`config.mk`:
```
export PLATFORM = sky130hd
export DESIGN_NAME = tlc_phase_ctrl
export DESIGN_NICKNAME = d
export VERILOG_FILES = /design/src/rtl/tlc_phase_ctrl.sv
export SDC_FILE = /design/constraint.sdc
export NUM_CORES = 1
export LEC_CHECK = 0
export CAP_MARGIN = 15
export CORE_AREA = 2 2 65 67
export DETAILED_ROUTE_END_ITERATION = 7
export DIE_AREA = 0 0 67 69
export SLEW_MARGIN = 20
export SYNTH_ARGS = -nofsm -noshare
export SYNTH_HDL_FRONTEND = slang
export SYNTH_SLANG_ARGS = --single-unit
```
`constraint.sdc`:
```
create_clock -name clk -period 4.7 [get_ports clk]
set_input_delay 1.175 -clock clk [delete_from_list [all_inputs] [get_ports clk]]
set_output_delay 1.175 -clock clk [all_outputs]
set_load 0.01 [all_outputs]
```
`src/rtl/tlc_phase_ctrl.sv`:
```
// Multi-phase traffic light controller.
// Cycles N_PHASES conflicting approaches through green, yellow and all-red
// clearance, serves latched pedestrian requests with a walk lamp and an
// extended green, and offers a flashing-yellow maintenance mode.
// Every lamp output is a registered Moore decode of the next state, so lamps
// change on the same tick edge that moves the state.
module tlc_phase_ctrl #(
    parameter int N_PHASES = 2,
    parameter int CNT_W    = 8,
    parameter int GREEN_T  = 10,
    parameter int YELLOW_T = 3,
    parameter int ALLRED_T = 2,
    parameter int PED_T    = 5,
    localparam int PH_W    = (N_PHASES > 2) ? $clog2(N_PHASES) : 1
) (
    input  logic                clk,
    input  logic                reset,
    input  logic                tick,
    input  logic                flash_mode,
    input  logic [N_PHASES-1:0] ped_req,
    output logic [N_PHASES-1:0] r,
    output logic [N_PHASES-1:0] y,
    output logic [N_PHASES-1:0] g,
    output logic [N_PHASES-1:0] walk,
    output logic [PH_W-1:0]     phase
);

    typedef enum logic [2:0] {
        ST_START  = 3'd0,
        ST_ALLRED = 3'd1,
        ST_GREEN  = 3'd2,
        ST_YELLOW = 3'd3,
        ST_FLASH  = 3'd4
    } state_t;

    // Timer reload values: the timer holds "ticks remaining minus one".
    localparam logic [CNT_W-1:0] ALLRED_LD    = CNT_W'(ALLRED_T - 1);
    localparam logic [CNT_W-1:0] GREEN_LD     = CNT_W'(GREEN_T - 1);
    localparam logic [CNT_W-1:0] GREEN_PED_LD = CNT_W'(GREEN_T + PED_T - 1);
    localparam logic [CNT_W-1:0] YELLOW_LD    = CNT_W'(YELLOW_T - 1);
    localparam logic [PH_W-1:0]  LAST_PHASE   = PH_W'(N_PHASES - 1);

    state_t                state_q, state_d;
    logic [PH_W-1:0]       phase_q, phase_d;
    logic [CNT_W-1:0]      timer_q, timer_d;
    logic [N_PHASES-1:0]   pend_q, pend_d, pend_clr;
    logic                  served_q, served_d;
    logic                  toggle_q, toggle_d;
    logic [N_PHASES-1:0]   r_q, r_d, y_q, y_d, g_q, g_d, walk_q, walk_d;
    logic [N_PHASES-1:0]   ph_sel_q, ph_sel_d;
    logic [PH_W-1:0]       phase_inc;
    logic                  phase_legal;

    // One-hot decode of the current and next phase index.
    for (genvar gi = 0; gi < N_PHASES; gi++) begin : g_sel
        assign ph_sel_q[gi] = (phase_q == PH_W'(gi));
        assign ph_sel_d[gi] = (phase_d == PH_W'(gi));
    end

    assign phase_inc   = (phase_q == LAST_PHASE) ? '0 : phase_q + PH_W'(1);
    assign phase_legal = ({1'b0, phase_q} < (PH_W + 1)'(N_PHASES));

    // Next-state logic: state, timer, phase, served flag, flash toggle, pending requests.
    always_comb begin
        state_d  = state_q;
        phase_d  = phase_q;
        timer_d  = timer_q;
        served_d = served_q;
        toggle_d = toggle_q;
        pend_clr = '0;
        if (!phase_legal) begin
            state_d  = ST_START;
            phase_d  = '0;
            timer_d  = '0;
            served_d = 1'b0;
            toggle_d = 1'b0;
        end else begin
            case (state_q)
                ST_START: begin
                    if (tick) begin
                        state_d = ST_ALLRED;
                        timer_d = ALLRED_LD;
                    end
                end
                ST_ALLRED: begin
                    if (tick) begin
                        if (timer_q == '0) begin
                            if (flash_mode) begin
                                state_d  = ST_FLASH;
                                toggle_d = 1'b0;
                            end else begin
                                state_d = ST_GREEN;
                                if (|(pend_q & ph_sel_q)) begin
                                    timer_d  = GREEN_PED_LD;
                                    served_d = 1'b1;
                                    pend_clr = ph_sel_q;
                                end else begin
                                    timer_d  = GREEN_LD;
                                    served_d = 1'b0;
                                end
                            end
                        end else begin
                            timer_d = timer_q - CNT_W'(1);
                        end
                    end
                end
                ST_GREEN: begin
                    if (tick) begin
                        if (timer_q == '0) begin
                            state_d  = ST_YELLOW;
                            timer_d  = YELLOW_LD;
                            served_d = 1'b0;
                        end else begin
                            timer_d = timer_q - CNT_W'(1);
                        end
                    end
                end
                ST_YELLOW: begin
                    if (tick) begin
                        if (timer_q == '0) begin
                            state_d = ST_ALLRED;
                            timer_d = ALLRED_LD;
                            phase_d = phase_inc;
                        end else begin
                            timer_d = timer_q - CNT_W'(1);
                        end
                    end
                end
                ST_FLASH: begin
                    if (tick) begin
                        if (!flash_mode) begin
                            state_d = ST_ALLRED;
                            timer_d = ALLRED_LD;
                            phase_d = '0;
                        end else begin
                            toggle_d = ~toggle_q;
                        end
                    end
                end
                default: begin
                    state_d  = ST_START;
                    phase_d  = '0;
                    timer_d  = '0;
                    served_d = 1'b0;
                    toggle_d = 1'b0;
                end
            endcase
        end
        // A new request on the same clock as the clear wins.
        pend_d = (pend_q & ~pend_clr) | ped_req;
    end

    // Lamp decode of the next state, registered alongside the state.
    always_comb begin
        r_d    = '0;
        y_d    = '0;
        g_d    = '0;
        walk_d = '0;
        case (state_d)
            ST_ALLRED: r_d = '1;
            ST_GREEN: begin
                g_d    = ph_sel_d;
                r_d    = ~ph_sel_d;
                walk_d = served_d ? ph_sel_d : '0;
            end
            ST_YELLOW: begin
                y_d = ph_sel_d;
                r_d = ~ph_sel_d;
            end
            ST_FLASH: y_d = toggle_d ? '1 : '0;
            default: ;
        endcase
    end

    // State and output registers with asynchronous reset.
    always_ff @(posedge clk or posedge reset) begin
        if (reset) begin
            state_q  <= ST_START;
            phase_q  <= '0;
            timer_q  <= '0;
            pend_q   <= '0;
            served_q <= 1'b0;
            toggle_q <= 1'b0;
            r_q      <= '0;
            y_q      <= '0;
            g_q      <= '0;
            walk_q   <= '0;
        end else begin
            state_q  <= state_d;
            phase_q  <= phase_d;
            timer_q  <= timer_d;
            pend_q   <= pend_d;
            served_q <= served_d;
            toggle_q <= toggle_d;
            r_q      <= r_d;
            y_q      <= y_d;
            g_q      <= g_d;
            walk_q   <= walk_d;
        end
    end

    assign r     = r_q;
    assign y     = y_q;
    assign g     = g_q;
    assign walk  = walk_q;
    assign phase = phase_q;

endmodule
```
# ---- Word level (Yosys, flattened, before mapping)
# Cells that the tools add are included.
dict set report totals {
  regBits 24
  input_bits 6
  out_inout_bits 9
  word_cells 96
}
dict set report classes {
  n_addsub 2
  eq_ne 15
  n_mux 53
  n_bitwise 8
  n_reduce_logical 8
}
# op count
set op_table {}
lappend op_table {{$mux W8} 10}
lappend op_table {{$pmux W8 S5} 1}
lappend op_table {{$mux W3} 11}
lappend op_table {{$mux W2} 9}
lappend op_table {{$mux W1} 16}
lappend op_table {{$pmux W3 S5} 1}
lappend op_table {{$eq A3 B2 Y1 const B} 4}
lappend op_table {{$ne A2 B2 Y1 const B} 6}
lappend op_table {{$pmux W1 S3} 3}
lappend op_table {{$reduce_or A3 Y1} 3}
lappend op_table {{$logic_not A8 Y1} 1}
lappend op_table {{$pmux W2 S2} 2}
lappend op_table {{$sub A8 B1 Y8 const B} 1}
lappend op_table {{$reduce_and A7 Y1} 1}
lappend op_table {{$eq A3 B1 Y1 const B} 2}
lappend op_table {{$eq A3 B3 Y1 const B} 2}
lappend op_table {{$and A2 B2 Y2} 2}
lappend op_table {{$not A2 Y2} 2}
lappend op_table {{$reduce_or A2 Y1} 2}
lappend op_table {{$logic_not A3 Y1} 1}
lappend op_table {{$ne A3 B3 Y1 const B} 1}
lappend op_table {{$not A1 Y1} 3}
lappend op_table {{$or A2 B2 Y2} 1}
lappend op_table {{$add A1 B1 Y1 const B} 1}

# ---- Depth between registers and ports, before layout
# Gate-level depths: netlist (run 1).
dict set report logic_depth {
  depth_word 11
  depth_mapped 9
  depth_no_buf 8
}

# ---- Worst setup path before layout (run 1)
# Ideal clock, no wire load.
dict set report synth_path {
  kind {input port to flip-flop}
  from {input port tick}
  to {register timer_q[5]}
  setup_ns 0.130
  t_arrival_ns 2.394
  t_required_ns 4.570
  slack_ns 2.176
  cell_stages 7
  path_cell_list {buf_2 > a21bo_2 > a32o_1 > clkbuf_1 > nor4_1 > xnor2_1 > nor2_1}
}
dict set report synth_between {
  elab_chain_cells 2
  elab_cells_between_ends 6
  cone_classes {eq/ne (5); reduce/logical (1)}
}
# element line_no
set synth_lines {}
lappend synth_lines {{start: declaration} 18} ;# input logic tick,
lappend synth_lines {{$ne A2 B2 Y1 (no line)} --}
lappend synth_lines {{$reduce_and A7 Y1 (no line) *} --}
lappend synth_lines {{end signal: assignment} 191} ;# timer_q <= timer_d;
lappend synth_lines {{end: declaration} 45} ;# logic [CNT_W-1:0] timer_q, timer_d;
# Every way passes the cells marked *; elsewhere a longest branch is shown, timed or not.
# A chain may end at the register's enable or synchronous reset.

# ---- Final worst setup path (run 1)
dict set report layout_path {
  from {input port tick}
  to {register timer_q[4]}
}
# The elaborated chain is that of the path after synthesis.

==> flow_summary.toml, run 1 <==
[cts]
tritoncts = "done"
cts_buffer_depth = 2
root_buffer = "clkbuf_8"
clock_sinks = 24
h-tree-depth = 1
cts_resized = 0
clk_latency_ns = 0.26
cts_made_buffers = 3
cts.clk_slew.worst_paths_ns = 0.08
cts_setup_buffers = 0
holdBufCountCts = 0

[sta]
hold_viol = 0
worst_pin_slew_ns = 0.929
min_period_ns = 2.91
maxSlewViolCount = 0
finClkSkew_ns = 0.00179
timing.fmax_mhz = 344
setup_viol = 0
finalSetupTns_ns = 0
setup_slack_ns = 1.79
slew_headroom_pct = 38.0
post-route-period-util_pct = 61.8
rsz0062_at_grt = "no"

[synth]
synth.distinct_cells = 48
syn_nets = 164
ys_ff_latch = 24
netlist.area_leader.share_pct = 42.9
synthCells = 156
synth_area_sq_um = 1400
synth_edf_count = 0
synthArstFlopShare_pct = 100
synth_warnings = 0
synth_area_leaders = "dfrtp_1 (43%), nor2_1 (4.3%), a21oi_1 (3.2%), inv_1 (3.2%), xnor2_1 (3.1%)"
seq_area_frac_synth_pct = 42.9
yosysTopAreaCell = "dfrtp_1"
synth_ff_type = "dfrtp_1"
synth_area_per_cell_sq_um = 8.97

[drt]
dr_total_vias = 1206
first_iter_violations = 82
viasPerCell = 5.58
routedWlPerCell_um = 14.6
final_antenna_net_count = 0
drt_wl_total_um = 3160
drc = 0
dr.pass1.iters = 4

[floorplanning]
dieArea_sq_um = 4620
die_h_um = 69
rows = 23
start_util_pct = 35.7
io_pins = 15
die_w_um = 67
core-area_sq_um = 3910

[setup_path]
critPathArrivalTime_ns = 3.04
criticalPathCategory = "primary input to register"
crit_fanout = 10
cp_data_required_time_ns = 4.84
reg2reg_from = "timer_q[0]"
critPathLaunch = "tick"
worstSetupStartpointType = "primary input"
worstSetupEndpointType = "register"

[global_routing]
grt_pass1_vias = 1198
antenna_found_initial = 0
grt_max_degree = 25
overflow = 0
grt_pass1_wl_um = 5530
grt_use_total_pct = 15.2

[outcome]
status = "completed"

[finish]
num_antenna_cells = 0
nFillCells = 388
drive_above_1_share_pct = 5.42
final_nets = 175
areaGrowthSynthToFinish_pct = 17.2

[hold_path]
worstHoldStart = "pend_q[0]"
holdCritPathClass = "register to register"

[placed_design]
gp_congestion = 0.926
io_buffers = 14
pre_cts_ws_ns = 1.49
dpl.hpwl_um = 2310

[pwr]
power.density_nw_per_um2 = 420
leakagePower_uw = 0.000684
ir_drop_uv = 282

[run]
drv_cap = 0
synthesized netlist by cell type (2+ instances only):
cell	n
a21oi_1	9
a21o_1	4
o41ai_1	2
or3_1	3
nor2_1	16
and2_1	2
a31oi_1	5
clkbuf_1	5
o21ai_1	2
dfrtp_1	24
nor4_1	2
or3b_1	2
o22ai_1	2
o21ai_0	7
a22oi_1	2
inv_1	12
nand2_1	6
nor2b_1	5
buf_2	3
ha_1	2
nand2b_1	3
nand3_1	4
nor3_1	5
xnor2_1	5
state kept, by name (all words and copies together), names as in the netlist:
register	count
g	2
toggle_q	1
pend_q	2
walk	2
phase	1
y	2
state_q	3
timer_q	8
served_q	1
r	2
area by class of cell:
cell class              instances  area, sq um  share of cell area [%]
multi-input cells             111          716                    43.7
inverters                      13         48.8                    2.98
clock buffers                   3         41.3                    2.52
repair buffers                 14          140                    8.55
flip-flops and latches         24          601                    36.6
clock inverters                 1         30.0                    1.83
well taps                      50         62.6                    3.82
metrics by stage:
stage / std cells / power (uW) / instance area, sq um / util (%) / hold WS, ns
after detailed placement: 212 / 512 / 1570 / 40.1 / 0.469
after CTS: 216 / 695 / 1640 / 41.9 / 0.489
after global placement: 212 / 505 / 1570 / 40.1 / 0.462
after floorplan: 156 / 454 / 1400 / - / 0.448
after global routing: 216 / 743 / 1640 / 41.9 / 0.512
final: 216 / 688 / 1640 / 41.9 / 0.489
layer usage:
metal  GRT usage, %  vias up  routed length (um)
met5              0        -                   0
met4           4.99        0                  40
met3           3.92        4                 147
met2           23.7       38                1530
met1           20.5      579                1450
li1               -      585                   -
power breakdown:
part	switching, uW	leakage (uW)	total, uW	internal [uW]
Combinational	92.7	0.000367	190	97.4
Clock	64.7	0.0000357	178	114
Sequential	67.0	0.000282	319	252
Total	224	0.000684	688	464
kinds of logic (layout without fill, tap and decap cells):
logic type / after synthesis / after routing / share of synthesized area [%]
flops: 24 / 24 / 42.9
xor+xnor: 5 / 5 / 3.13
mux: 2 / 2 / 1.52
buf+inv: 21 / 31 / 5.90
compound gates: 45 / 45 / 21.6
simple gates: 57 / 57 / 23.1
fa+ha+maj: 2 / 2 / 1.79
cell usage in the layout (no fill, tap or decap), drive strengths merged, types with 4 or more instances in the layout:
cell type / n
nor2b: 5
dfrtp: 24
nand2: 6
a21oi: 9
clkdlybuf4s50: 14
a31oi: 5
inv: 12
nor3: 6
a21o: 4
o21ai: 9
nor2: 16
xnor2: 5
nand3: 4
critical path, cell delays in order:
cell             delay (ns)
clkdlybuf4s50_1        0.65
inv_1                  0.20
nor3_4                 0.43
a21oi_1                0.12
o22ai_1                0.35
nor2_1                 0.11
worst paths after layout:
kind                       slack [ns]  cells after the start         end
min in group asynchronous        1.41                      2     walk[0]
setup / recovery                 1.79                      6  timer_q[4]
setup reg to reg                 2.36                      7  timer_q[4]
hold / removal                   0.49                      1   pend_q[0]
max in group asynchronous        2.73                      2  state_q[2]
hold reg to reg                  0.49                      1   pend_q[0]
Power figures use the tool's default switching activity.
==> run 2: changes to the inputs <==
clock period = 2.6 ns   (was 4.7 ns; I/O delays follow)
==> run 2 against run 1 <==
  * Core utilization rose by 1.5 points
  * Die area did not move
  * Cell count is 3.7% higher
  * Routed wire length grew 4.7%
  * Worst setup slack lost 1.4 ns
  * Global-route usage rose by 0.48 points
  * Clock power increased by 85%
  * Non-clock buffer count up 8
  * Via count increased by 1.3%
  * Total power is 82% higher
  * Largest power group unchanged
  * Highest routed layer unchanged
==> flow_summary.toml, run 2 (same netlist as run 1, synthesis figures left out) <==
[outcome]
status = "completed"

[finish]
drive_above_1_share_pct = 9.77
areaGrowthSynthToFinish_pct = 21.5
final_nets = 183
layout_commonest_cell = "dfrtp_1"
mostFrequentLayoutCells = "dfrtp_1 (24), nor2_1 (16), clkdlybuf4s50_1 (14), inv_1 (12), a21oi_1 (9)"
largest_reg_flops = 8
num_antenna_cells = 0
top_regs = "timer_q (8), state_q (3)"
top_register = "timer_q"

[sta]
maxSlewViolCount = 0
worst_pin_slew_ns = 0.573
hold_viol = 0
timing.fmax_mhz = 453
setup_viol = 0
slew_headroom_pct = 60.8
min_period_ns = 2.21
finClkSkew_ns = 0.000955
post-route-period-util_pct = 84.9
finalSetupTns_ns = 0
rsz0062_at_grt = "no"
whs_ns = 0.493

[global_routing]
met3_usage_pct = 3.43
grt_pass1_wl_um = 5620
grt_max_degree = 25
overflow = 0
grt_pass1_vias = 1182
grt_use_total_pct = 15.7
antenna_found_initial = 0
use_met2_pct = 25.9
met1_usage_pct = 19.9
top_usage_layer = "met2"

[cts]
cts.clk_slew.worst_paths_ns = 0.08
clk_latency_ns = 0.27
clock_sinks = 24
root_buffer = "clkbuf_8"
cts_setup_buffers = 0
tritoncts = "done"
cts_made_buffers = 3
holdBufCountCts = 0
h-tree-depth = 1
cts_buffer_depth = 2
cts_resized = 0

[setup_path]
cp_data_required_time_ns = 2.76
worstSetupStartpointType = "register"
cp_cell_sequence = "inv_1 > ha_1 > or3b_1 > nor3_4 > buf_4 > a21oi_1 > a31oi_1 > o21ai_1"
critPathArrivalTime_ns = 2.36
cp_slowest_cell = "or3b_1"
criticalPathCategory = "register to register"
cpPeakStageDelay_ns = 0.49
crit_fanout = 7
worstSetupEndpointType = "register"

[hold_path]
holdCritPathClass = "register to register"

[drt]
drt_wl_total_um = 3310
dr_total_vias = 1222
drc = 0
first_iter_violations = 85
dr.pass1.iters = 4
final_antenna_net_count = 0
viasPerCell = 5.46
routedWlPerCell_um = 14.8

[floorplanning]
die_w_um = 67
io_pins = 15
core-area_sq_um = 3910
die_h_um = 69
rows = 23
start_util_pct = 35.7
dieArea_sq_um = 4620

[pwr]
leakagePower_uw = 0.000723
power.density_nw_per_um2 = 738
ir_drop_uv = 370

[placed_design]
io_buffers = 14
dpl.hpwl_um = 2480
gp_congestion = 0.900

[run]
drv_cap = 0
## run 2: changes by cell type in the layout (fill, tap and decap cells not counted)
cell,delta
buf_4,+8
## run 2: final cells by class
type,instances,area [sq um]
fillers,399,2210
clock buffers,3,41.3
flip-flops and latches,24,601
well taps,50,62.6
clock inverters,1,30.0
inverters,13,48.8
repair buffers,22,200
multi-input cells,111,716
## run 2: final timing paths
kind                                 start          to  slack (ns)  depth (start not counted)
worst max-delay path            timer_q[0]        r[0]        0.39                          8
worst min-delay path             pend_q[0]   pend_q[0]        0.49                          1
worst max register to register  timer_q[0]        r[0]        0.39                          8
worst min register to register   pend_q[0]   pend_q[0]        0.49                          1
max in group asynchronous            reset  timer_q[1]        1.65                          3
min in group asynchronous            reset     walk[1]        0.72                          3
## run 2: worst max-delay path: cells and delay by family, from the launching register on
kind | cells | cell delay (ns)
simple gates | 2 | 0.75
compound gates | 3 | 0.45
flops | 1 | 0.39
buf+inv | 2 | 0.28
fa+ha+maj | 1 | 0.21
## run 2: report_power, final
part / switching [uW] / leakage [uW] / internal [uW]
clock: 123 / 0.0000357 / 206
sequential: 122 / 0.000282 / 456
combinational: 166 / 0.000406 / 182
## run 2: per-stage QoR
step,util [%],std cells,instance area (sq um),power (uW),setup WS (ns)
finish,43.4,224,1700,1250,0.392
detailed placement,41.6,220,1630,932,0.130
floorplan,-,156,1400,820,0.527
global placement,41.6,220,1630,924,0.223
CTS,43.4,224,1700,1270,0.398
global route,43.4,224,1700,1350,0.207
## run 2: metal layers
| metal | share of wire [%] | wire length, um |
|---|---|---|
| met5 | 0 | 0 |
| met4 | 1.8 | 59 |
| met3 | 4.1 | 134 |
| met2 | 49 | 1640 |
| met1 | 45 | 1480 |
